**config.mk**
```make
export PLATFORM = sky130hd
export DESIGN_NAME = buzzer_tone_driver
export DESIGN_NICKNAME = d
export VERILOG_FILES = /design/src/rtl/buzzer_pkg.sv /design/src/rtl/buzzer_tone_driver_tick_prescaler.sv /design/src/rtl/buzzer_tone_driver.sv
export SDC_FILE = /design/constraint.sdc
export NUM_CORES = 1
export LEC_CHECK = 0
export ABC_AREA = 1
export BUFFER_PORTS_ARGS = -buffer_cell sky130_fd_sc_hd__buf_2
export CAP_MARGIN = 20
export CORE_ASPECT_RATIO = 1.5
export CORE_UTILIZATION = 45
export DETAILED_ROUTE_END_ITERATION = 7
export GPL_ROUTABILITY_DRIVEN = 1
export PLACE_DENSITY = 0.67
export SKIP_LAST_GASP = 1
export SLEW_MARGIN = 10
export SYNTH_ARGS = -nofsm -noshare
export SYNTH_HDL_FRONTEND = slang
export SYNTH_HIERARCHICAL = 1
export SYNTH_SLANG_ARGS = --single-unit
```
**constraint.sdc**
```tcl
create_clock -name clk -period 4.5 [get_ports clk]
set_input_delay 0.9 -clock clk [delete_from_list [all_inputs] [get_ports clk]]
set_output_delay 0.9 -clock clk [all_outputs]
set_load 0.005 [all_outputs]
```
**src/rtl/buzzer_pkg.sv**
```systemverilog
// Shared types and helpers for the piezo buzzer tone driver.
// Optional escalation hardware is enabled by defining BUZZER_ESCALATE_EN.
package buzzer_pkg;

  typedef enum logic [1:0] {
    IDLE = 2'd0,
    ON   = 2'd1,
    OFF  = 2'd2
  } state_t;

  localparam logic [1:0] CH_NONE = 2'd0;
  localparam logic [1:0] CH_1    = 2'd1;
  localparam logic [1:0] CH_2    = 2'd2;
  localparam logic [1:0] CH_3    = 2'd3;

  localparam int ESC_THRESH = 4;

  // Tone half-period in ticks; an unused channel code maps to 1 tick.
  function automatic int tone_half(input logic [1:0] ch, input int h1, input int h2,
                                   input int h3);
    case (ch)
      CH_1:    return h1;
      CH_2:    return h2;
      CH_3:    return h3;
      default: return 1;
    endcase
  endfunction

  // Highest-index enabled channel wins.
  function automatic logic [1:0] chan_sel(input logic [2:0] en);
    if (en[2])      return CH_3;
    else if (en[1]) return CH_2;
    else if (en[0]) return CH_1;
    else            return CH_NONE;
  endfunction

endpackage

```
**src/rtl/buzzer_tone_driver_tick_prescaler.sv**
```systemverilog
// Free-running tick generator: one-clk pulse every PRESCALE clks while run is high.
// clr restarts the count so the first tick lands PRESCALE clks after a channel load.
module tick_prescaler #(
  parameter int PRESCALE = 4
) (
  input  logic clk,
  input  logic rst_n,
  input  logic run,
  input  logic clr,
  output logic tick
);

  localparam int PW = $clog2(PRESCALE) + 1;

  logic [PW-1:0] cnt;

  assign tick = run && (cnt == PW'(PRESCALE - 1));

  always_ff @(posedge clk or negedge rst_n) begin
    if (!rst_n) begin
      cnt <= '0;
    end else if (clr || !run || tick) begin
      cnt <= '0;
    end else begin
      cnt <= cnt + PW'(1);
    end
  end

endmodule

```
**src/rtl/buzzer_tone_driver.sv**
```systemverilog
// Piezo driver: per-channel square-wave tone gated by an ON/OFF beep cadence.
// Define BUZZER_ESCALATE_EN to add burst counting and the escalated output.
module buzzer_tone_driver
  import buzzer_pkg::*;
#(
  parameter int PRESCALE    = 4,
  parameter int TONE_HALF_1 = 2,
  parameter int TONE_HALF_2 = 3,
  parameter int TONE_HALF_3 = 5,
  parameter int CADENCE_ON  = 16,
  parameter int CADENCE_OFF = 8
) (
  input  logic       clk,
  input  logic       rst_n,
  input  logic       ena,
  input  logic [2:0] alarm_en,
  output logic       tone_out,
  output logic [1:0] active_ch,
  output logic       busy,
  output logic [1:0] fsm_state
`ifdef BUZZER_ESCALATE_EN
  ,
  output logic       escalated
`endif
);

  localparam int TONE_MAX = (TONE_HALF_1 > TONE_HALF_2)
                          ? ((TONE_HALF_1 > TONE_HALF_3) ? TONE_HALF_1 : TONE_HALF_3)
                          : ((TONE_HALF_2 > TONE_HALF_3) ? TONE_HALF_2 : TONE_HALF_3);
  localparam int CAD_MAX  = (CADENCE_ON > CADENCE_OFF) ? CADENCE_ON : CADENCE_OFF;
  localparam int TW       = $clog2(TONE_MAX) + 1;
  localparam int CW       = $clog2(CAD_MAX) + 1;

  state_t        state, state_n;
  logic [1:0]    sel, ch_n;
  logic          tone_n, load, tick, run, skip_gap, tone_end, cad_end;
  logic [TW-1:0] tone_cnt, tone_cnt_n;
  logic [CW-1:0] cad_cnt, cad_cnt_n;

  assign sel       = chan_sel(alarm_en);
  assign run       = ena && (state != IDLE);
  assign busy      = (state != IDLE);
  assign fsm_state = state;
  assign tone_end  = (tone_cnt == TW'(tone_half(active_ch, TONE_HALF_1, TONE_HALF_2,
                                                TONE_HALF_3) - 1));
  assign cad_end   = (state == ON) ? (cad_cnt == CW'(CADENCE_ON - 1))
                                   : (cad_cnt == CW'(CADENCE_OFF - 1));

  tick_prescaler #(.PRESCALE(PRESCALE)) u_prescaler (
    .clk   (clk),
    .rst_n (rst_n),
    .run   (run),
    .clr   (load),
    .tick  (tick)
  );

  always_ff @(posedge clk or negedge rst_n) begin
    if (!rst_n) begin
      state     <= IDLE;
      tone_out  <= 1'b0;
      active_ch <= CH_NONE;
      tone_cnt  <= '0;
      cad_cnt   <= '0;
    end else begin
      state     <= state_n;
      tone_out  <= tone_n;
      active_ch <= ch_n;
      tone_cnt  <= tone_cnt_n;
      cad_cnt   <= cad_cnt_n;
    end
  end

  // Channel changes are evaluated before any tick-driven cadence step.
  always_comb begin
    state_n = state;
    load    = 1'b0;
    if (!ena) begin
      state_n = IDLE;
    end else if (state == IDLE) begin
      if (sel != CH_NONE) begin
        load    = 1'b1;
        state_n = ON;
      end
    end else if (sel == CH_NONE) begin
      state_n = IDLE;
    end else if (sel != active_ch) begin
      load    = 1'b1;
      state_n = ON;
    end else if (tick && cad_end) begin
      state_n = ((state == ON) && !skip_gap) ? OFF : ON;
    end
  end

  always_comb begin
    tone_n     = tone_out;
    ch_n       = active_ch;
    tone_cnt_n = tone_cnt;
    cad_cnt_n  = cad_cnt;
    if (state_n == IDLE) begin
      tone_n     = 1'b0;
      ch_n       = CH_NONE;
      tone_cnt_n = '0;
      cad_cnt_n  = '0;
    end else if (load) begin
      tone_n     = 1'b1;
      ch_n       = sel;
      tone_cnt_n = '0;
      cad_cnt_n  = '0;
    end else if (tick && (state == ON)) begin
      if (tone_end) begin
        tone_n     = ~tone_out;
        tone_cnt_n = '0;
      end else begin
        tone_cnt_n = tone_cnt + TW'(1);
      end
      if (cad_end) begin
        cad_cnt_n = '0;
        if (state_n == OFF) begin
          tone_n     = 1'b0;
          tone_cnt_n = '0;
        end
      end else begin
        cad_cnt_n = cad_cnt + CW'(1);
      end
    end else if (tick && (state == OFF)) begin
      if (cad_end) begin
        tone_n     = 1'b1;
        tone_cnt_n = '0;
        cad_cnt_n  = '0;
      end else begin
        cad_cnt_n = cad_cnt + CW'(1);
      end
    end
  end

`ifdef BUZZER_ESCALATE_EN
  logic [2:0] burst_cnt;

  assign skip_gap  = (burst_cnt >= 3'(ESC_THRESH));
  assign escalated = skip_gap;

  always_ff @(posedge clk or negedge rst_n) begin
    if (!rst_n) begin
      burst_cnt <= '0;
    end else if (load || (state_n == IDLE)) begin
      burst_cnt <= '0;
    end else if ((state == ON) && (state_n == OFF) && (burst_cnt != 3'd7)) begin
      burst_cnt <= burst_cnt + 3'd1;
    end
  end
`else
  assign skip_gap = 1'b0;
`endif

endmodule

```
==> summary.md, run 1 <==
| Metric | Value |
|---|---|
| Starting Density | 0.4867 |
| Crit path buffers/inverters | 5 |
| Critical path type | input pin to flip-flop |
| Total number of vias | about 960 |
| Iter 0 DRT Violations | 16 |
| Sequential cell area | approximately 430 µm² |
| Post-synth cell types | 21 |
| CP Cell Sequence | buf_2 > inv_1 > a21oi_1 > nand2_1 > inv_1 > nand4_1 > nand2_1 > inv_1 > nand2_1 > nand2_1 > inv_1 > nand3_2 > nand2_1 > nand2_1 > nand2_1 > nand2_1 |
| Fin crit period | approximately 2.1 ns |
| R2r startpoint | fsm_state[1] |
| Die H | between 60 and 70 µm |
| Critical Path AT | between 2 and 2.5 ns |
| Max-cap violations | 0 |
| Gate power share | 0.175 |
| Sequential power share | 0.543 |
| First-pass GRT wire length | between 3 and 4 mm |
| Switching power | 0.09026 mW |
| # port buffers | 11 |
| Total CTS buffers | 3 |
| Final Hold Fails | 0 |
| Top-count cell post-synth | nand2_1 |
| Hold Path Cell Cnt | 1 |
| Period utilization | 0.4563 |
| RR Endpoint | tone_out |
| Slew at the pin closest to its max-slew limit | 0.3806 ns |
| Syn nets | about 160 |
| Sink Count | 17 |
| CP top delay family | simple AND/OR/NAND/NOR gates |
| Max-slew headroom | 0.7462 |
| Crit-path max FO | 5 |
| Pwr/cell area | between 200 and 300 mW/mm² |
| CP Launch Type | input pin |
| Final WL | roughly 2.2 mm |
| # IOs | 12 |
| Initial antenna violation count | 0 |
| Cell accounting for the most synthesized area | dfrtp_1 |
| Post-cts repair resize count | 0 |
| Max H-tree Level | 1 |
| Worst vdd ir | ~0.00018 V |
| Slowest stage delay, CP | roughly 0.19 ns |
| # rows | 21 |
| Hold-fix buffers, CTS | 0 |
| Setup crit end kind | flip-flop |
| Hold WC Path Type | flip-flop to flip-flop |
| RD Place Congestion | approximately 0.8 |
| Core ar. | around 0.0023 mm² |
| Pre-antenna DRT Iters | 4 |
| Number of fill cells | roughly 220 |
| Postcts setup bufs | 0 |
| Area grow syn2layout | 10.01% |
| Total grt overflow | 0 |
| Root buf cell | clkbuf_4 |
| Status | finished clean |
| DRC | 0 |
| Mean Syn Cell Area | around 7.5 µm² |
| Setup TNS Final | 0 ns |
| Async SR Flop Fraction | 1.000 |
| LEAKAGE | about 0.63 nW |
| Tot GR Track Use | 0.1906 |
| Largest net degree at the start of global routing | 18 |
| Maximum root-to-sink buffer count | 2 |
| Synth Instances | ~150 |
| Worst reg-to-reg path cell count | 15 |
| Clk pwr share | 0.281 |
| Clock Latency Late Sink | ~0.30 ns |
| Routed len/inst | approximately 12 µm |
| Ys Warns | 6 |
| Synth Flop Type | dfrtp_1 |
| Final #Nets | roughly 170 |
| DIE AREA | 0.002650 mm² |
| CTS tree | yes |
| Crit path top cell by count | nand2_1 |
| Detailed Place HPWL | between 1.5 and 2 mm |
| Post-layout utilization of the core | 0.5354 |
| Layout Skew | between 0.003 and 0.004 ns |
| Share of post-route cells with drive strength above 1 | 0.1975 |
| Final Max Tran Viols | 0 |
| Register bit total from synthesis | 17 |
| Switching portion of total power | 0.2982 |
| # diodes | 0 |
| WP data required | about 4.7 ns |
| EDFF count, synth | 0 |
| Hold path startpoint | u_prescaler/cnt[0] |
| DR vias/cell | 5.195 |
| Synthesized area | approximately 0.0011 mm² |
| Worst hold endpoint | u_prescaler/cnt[0] |
| Int Pwr | roughly 0.21 mW |
| Fmax achieved | a little under 500 MHz |
| Area occupied by multi-input gates | 576.8 µm² |
| Routed Antenna Nets | 0 |
| Unrepaired setup endpoints after global routing | false |
| Vias in the first global route | 940 |
| Top-area cell type share of the netlist area | 0.3868 |
| Critical path's slowest cell | a21oi_1 |
| Seq/Total Area, Yosys | 0.3868 |
| Dominant cells by area after synthesis | dfrtp_1 (39%), nand2_1 (14%), inv_1 (7.5%) |
| R2r setup slk | between 2 and 3 ns |
| Hold WS | approximately 0.45 ns |
| Final setup fails | 0 |
| Most frequent cells after synthesis | nand2_1 (40), inv_1 (22), dfrtp_1 (17), nor2_1 (15), nand3_1 (13) |
| Chip Width | 42.37 µm |
| CTS clk-pin slew, worst paths | about 0.10 ns |
[worst register-to-register path: stages, from the launching register on]
cell     delay, ns
dfrtp_1       0.44
inv_2         0.09
a21oi_1       0.22
nand2_1       0.07
inv_1         0.10
nand4_1       0.19
nand2_1       0.11
inv_1         0.04
nand2_1       0.05
nand2_1       0.07
inv_1         0.07
nand3_2       0.10
nand2_1       0.08
nand2_1       0.04
nand2_1       0.05
nand2_1       0.04
[cells by family after synthesis]
| logic type | Yosys count | synth area share |
|---|---|---|
| AO/OA/AOI/OAI | 11 | 0.08077 |
| XOR/XNOR | 8 | 0.06370 |
| adder cells (fa/ha/maj) | 4 | 0.04551 |
| buffers and inverters | 26 | 0.08873 |
| flip-flops | 17 | 0.3868 |
| AND/OR/NAND/NOR | 81 | 0.3345 |
[cells in the final DEF, fill, tap and decap left out]
cell	Yosys	layout
nand2_1	40	40
inv_1	22	22
dfrtp_1	17	17
nor2_1	15	15
nand3_1	13	13
buf_2	0	11
nor2_2	4	4
inv_2	4	4
xor2_1	4	4
xnor2_1	4	4
ha_1	4	4
nand2_2	3	3
nand3_2	3	3
a21oi_1	3	3
clkbuf_4	0	3
a21oi_4	2	2
o41ai_1	2	2
o21ai_0	2	2
nand4_1	1	1
nand2_4	1	1
nor3_1	1	1
a21oi_2	1	1
o21ai_1	1	1
clkbuf_1	0	1
[worst max-delay path by stage]
stage | end | slack [ns] | from | cells after the start
2_1_floorplan | tone_out | 2.39 | ena | 15
3_3_place_gp | tone_out | 2.15 | ena | 16
3_5_place_dp | tone_out | 2.11 | ena | 16
4_1_cts | tone_out | 2.42 | ena | 16
5_1_grt | tone_out | 2.28 | ena | 16
6_report | tone_out | 2.45 | ena | 16
[per-stage QoR]
stage	cell area (µm²)	instances	power (mW)	worst slack (ns)
3_3_place_gp	1184	181	0.2200	2.152
2_1_floorplan	1100	147	0.2036	2.390
4_1_cts	1210	185	0.3049	2.424
3_5_place_dp	1184	181	0.2213	2.110
6_report	1210	185	0.3027	2.446
5_1_grt	1210	185	0.3216	2.277
[flip-flops by register name, summed over array words and instances, names as in the netlist]
signal and cells:
active_ch 2, cad_cnt 5, fsm_state 2, tone_cnt 4, tone_out 1, u_prescaler/cnt 3
[power by group through the flow]
stage,sequential [mW],combinational (mW),clock (mW)
5_1_grt,0.166,0.0608,0.0952
3_5_place_dp,0.168,0.0537,0
2_1_floorplan,0.167,0.0367,0
6_report,0.165,0.0530,0.0852
3_3_place_gp,0.167,0.0527,0
4_1_cts,0.165,0.0539,0.0863
[layout make-up]
class	instances	share of cell area
repair buffers	11	0.04550
multi-input cells	104	0.4767
inverters	26	0.08066
flip-flops and latches	17	0.3516
well taps	23	0.02378
clock buffers	4	0.02172
[routing by layer]
| metal | vias to the layer above | global-route usage | share of wire |
|---|---|---|---|
| met5 | - | 0 | 0 |
| met4 | 0 | 0.08203 | 0.021 |
| met3 | 5 | 0.02601 | 0.021 |
| met2 | 14 | 0.3462 | 0.53 |
| met1 | 455 | 0.2138 | 0.43 |
| li1 | 487 | - | - |
Note: power is estimated with default switching activity, not from simulation.
==> run 2: changes to the inputs <==
- ABC_AREA: 1 -> 0
- PLACE_DENSITY: 0.67 -> 0.7
- clock period: 4.5 -> 1.75 ns (I/O delays scaled with it)
==> run 2 against run 1 <==
- via count fell by 1.1%
- non-clock buffer count rose by 10
- critical path type is now flip-flop to flip-flop
- sequential power rose by 150%
- register-to-register slack got worse by 2.6 ns
- wire length rose by 8.7%
- flip-flop and latch count did not move
- sequential share of layout area fell by 1.0 points
- die area fell by 4.9%
- area after synthesis fell by 5.1%
- setup slack got worse by 2.4 ns
- clock-buffer cell count did not move
==> summary.md, run 2 <==
| Metric | Value |
|---|---|
| # diodes | 0 (unchanged) |
| Crit-path max FO | 8 (+3) |
| Routed Antenna Nets | 0 (unchanged) |
| Mean Syn Cell Area | 9.154 µm² (+22%) |
| Area grow syn2layout | 20.14% |
| Max-cap violations | 0 (unchanged) |
| Area occupied by multi-input gates | 634.4 µm² (+10%) |
| Final Max Tran Viols | 0 (unchanged) |
| Critical path's slowest cell | dfrtp_1 |
| DRC | 0 (unchanged) |
| Top-area cell type share of the netlist area | 0.4077 (+0.02087) |
| Worst vdd ir | 0.0003191 V (+77%) |
| First-pass GRT wire length | 3.512 mm (-11%) |
| Met3 wire length | 73 µm (+59%) |
| Commonest non-fill, non-tap cells in the layout | dfrtp_1 (15), buf_2 (11), nand2_1 (10) |
| Status | finished clean |
| Tot GR Track Use | 0.2023 (+0.01166) |
| CP Cell Sequence | ha_1 > ha_1 > and2_4 > and2_4 > a31oi_4 > nand2_1 > a21oi_1 |
| Fin crit period | around 1.7 ns |
| Total CTS buffers | 3 (unchanged) |
| CP Launch Type | flip-flop |
| Iter 0 DRT Violations | 18 (+2) |
| Total power | 0.7124 mW (+140%) |
| Period utilization | 0.9540 |
| Chip Width | 41.32 µm (-2.5%) |
| CTS clk-pin slew, worst paths | 0.10 ns (about the same) |
| Syn nets | 124 (-21%) |
| Pwr/cell area | 568.3 mW/mm² (+130%) |
| Starting Density | 0.4728 (-0.01392) |
| Synth Flop Type | dfrtp_1 |
| # port buffers | 11 (unchanged) |
| Async SR Flop Fraction | 1.000 (unchanged) |
| Sink Count | 17 (unchanged) |
| # rows | 21 (unchanged) |
| Routed length on met2 | 1.299 mm (+13%) |
| Maximum root-to-sink buffer count | 2 (unchanged) |
| Largest net degree at the start of global routing | 18 (unchanged) |
| Total number of vias | 950 (-1.1%) |
| Top-count cell post-synth | dfrtp_1 |
| DR vias/cell | 6.013 (+16%) |
| Post-layout utilization of the core | 0.5680 (+0.03259) |
| Final #Nets | 146 (-16%) |
| Critical path type | flip-flop to flip-flop |
| Setup crit end kind | flip-flop |
| Biggest regs | cad_cnt x5, tone_cnt x4, u_prescaler/cnt x3 |
| DR top layer | met4 |
| Pre-antenna DRT Iters | 6 (+2) |
| Total grt overflow | 0 (unchanged) |
| Register bit total from synthesis | 17 (unchanged) |
| Largest Register | cad_cnt |
| Clock Latency Late Sink | 0.28 ns (-0.02 ns) |
| RD Place Congestion | 0.7058 (-12%) |
| Final WL | 2.355 mm (+8.7%) |
| Initial antenna violation count | 0 (unchanged) |
| Most frequent cells after synthesis | dfrtp_1 (17), nand2_1 (10), o21ai_0 (9), a21oi_1 (7), nor2_1 (7) |
| Placed Area | 0.001192 mm² (+0.74%) |
| R2r setup slk | 0.08 ns (-2.56 ns) |
| Unrepaired setup endpoints after global routing | true |
| Hold WC Path Type | input pin to flip-flop |
| Synth Instances | 114 (-22%) |
| Max-slew headroom | 0.6604 (-0.08588) |
| Ys Warns | 6 (unchanged) |
| Core ar. | 0.002207 mm² (-2.3%) |
| Fin area | 0.001254 mm² (+3.6%) |
| Slew at the pin closest to its max-slew limit | 0.5051 ns (+0.1245 ns) |
| Detailed Place HPWL | 1.778 mm (+0.22%) |
| Max H-tree Level | 1 (unchanged) |
| Fmax achieved | about 600 MHz |
| Root buf cell | clkbuf_4 |
| Commonest non-fill, non-tap cell in the layout | dfrtp_1 |
| LEAKAGE | 0.5183 nW (-18%) |
| CTS tree | yes |
| Cell accounting for the most synthesized area | dfrtp_1 |
| Vias in the first global route | 881 (-6.3%) |
| Number of fill cells | 206 (-6.8%) |
| DIE AREA | 0.002519 mm² (-4.9%) |
| Sequential cell area | 427.9 µm² (+0.59%) |
| Routed len/inst | 14.91 µm (+27%) |
| Max FFs per register | 5 (unchanged) |
| Synthesized area | 0.001044 mm² (-5.1%) |
| Share of post-route cells with drive strength above 1 | 0.2889 (+0.09136) |
| Slowest stage delay, CP | 0.39 ns (+0.20 ns) |
| Die H | 60.98 µm (-2.5%) |
| Met1 WL | 963 µm (+4.0%) |
| Final Hold Fails | 0 (unchanged) |
| Final setup fails | 0 (unchanged) |
| Layout Skew | 0.002485 ns (-0.001281 ns) |
| Critical Path AT | 1.88 ns (-0.38 ns) |
| Post-synth cell types | 41 (+95%) |
| Seq/Total Area, Yosys | 0.4077 (+0.02087) |
| Dominant cells by area after synthesis | dfrtp_1 (41%), ha_1 (4.8%), o21ai_0 (4.3%) |
| WP data required | 1.96 ns (-2.74 ns) |
| # IOs | 12 (unchanged) |
| EDFF count, synth | 0 (unchanged) |
[run 2: layout make-up]
cell class                 count  share of cell area
timing repair buffer          21              0.1058
clock buffer                   4             0.02096
sequential                    17              0.3413
tap                           23             0.02295
multi-input combinational     92              0.5060
inverter                       1            0.002994
[run 2: report_power, final]
part | switching [mW] | total (mW) | internal (mW)
sequential | 0.00763 | 0.409 | 0.401
combinational | 0.0502 | 0.0906 | 0.0404
clock | 0.124 | 0.213 | 0.0884
[run 2: worst paths after layout]
check                              startpoint            endpoint  depth (start not counted)
setup / recovery           u_prescaler/cnt[0]         tone_cnt[3]                          7
hold / removal                            ena        active_ch[0]                          2
setup reg to reg           u_prescaler/cnt[0]         tone_cnt[3]                          7
hold reg to reg            u_prescaler/cnt[0]  u_prescaler/cnt[0]                          1
max in group asynchronous               rst_n        active_ch[0]                          2
min in group asynchronous               rst_n         tone_cnt[1]                          2
[run 2: cell families after synthesis]
family / Yosys count / synth area share
AND/OR/NAND/NOR: 50 / 0.2842
AO/OA/AOI/OAI: 34 / 0.2062
flip-flops: 17 / 0.4077
buffers and inverters: 5 / 0.01918
adder cells (fa/ha/maj): 4 / 0.04796
XOR/XNOR: 3 / 0.02518
multiplexers: 1 / 0.009593
[run 2: timing repair]
action	4_1_cts	5_1_grt
resized for setup	0	9
endpoints found under the setup margin	0	10
hold endpoints to repair	17	0
hold buffers	1	0
setup buffers	0	0
[run 2: metrics by stage]
step                      hold slack (ns)    TNS, ns  setup WS, ns  instances
after CTS                          0.3127          0     0.0005602        158
after detailed placement           0.2966          0       0.03498        153
after global routing               0.3059  -0.008406     -0.008406        158
after global placement             0.2998          0       0.07888        153
after floorplan                   0.05441   -0.03427      -0.03427        114
final                              0.3136          0       0.08055        158
[run 2: critical path, delay by kind of cell, from the launching register on]
kind                       cells  cell delay, ns
AOI/OAI and AO/OA              2            0.36
adders and majority gates      2            0.40
DFF                            1            0.39
and+or+nand+nor                3            0.45
[run 2: layer usage]
layer	global-route usage	vias to the layer above
met5	0	-
met4	0.06912	0
met3	0.02198	2
met2	0.3906	20
met1	0.2065	463
li1	-	465
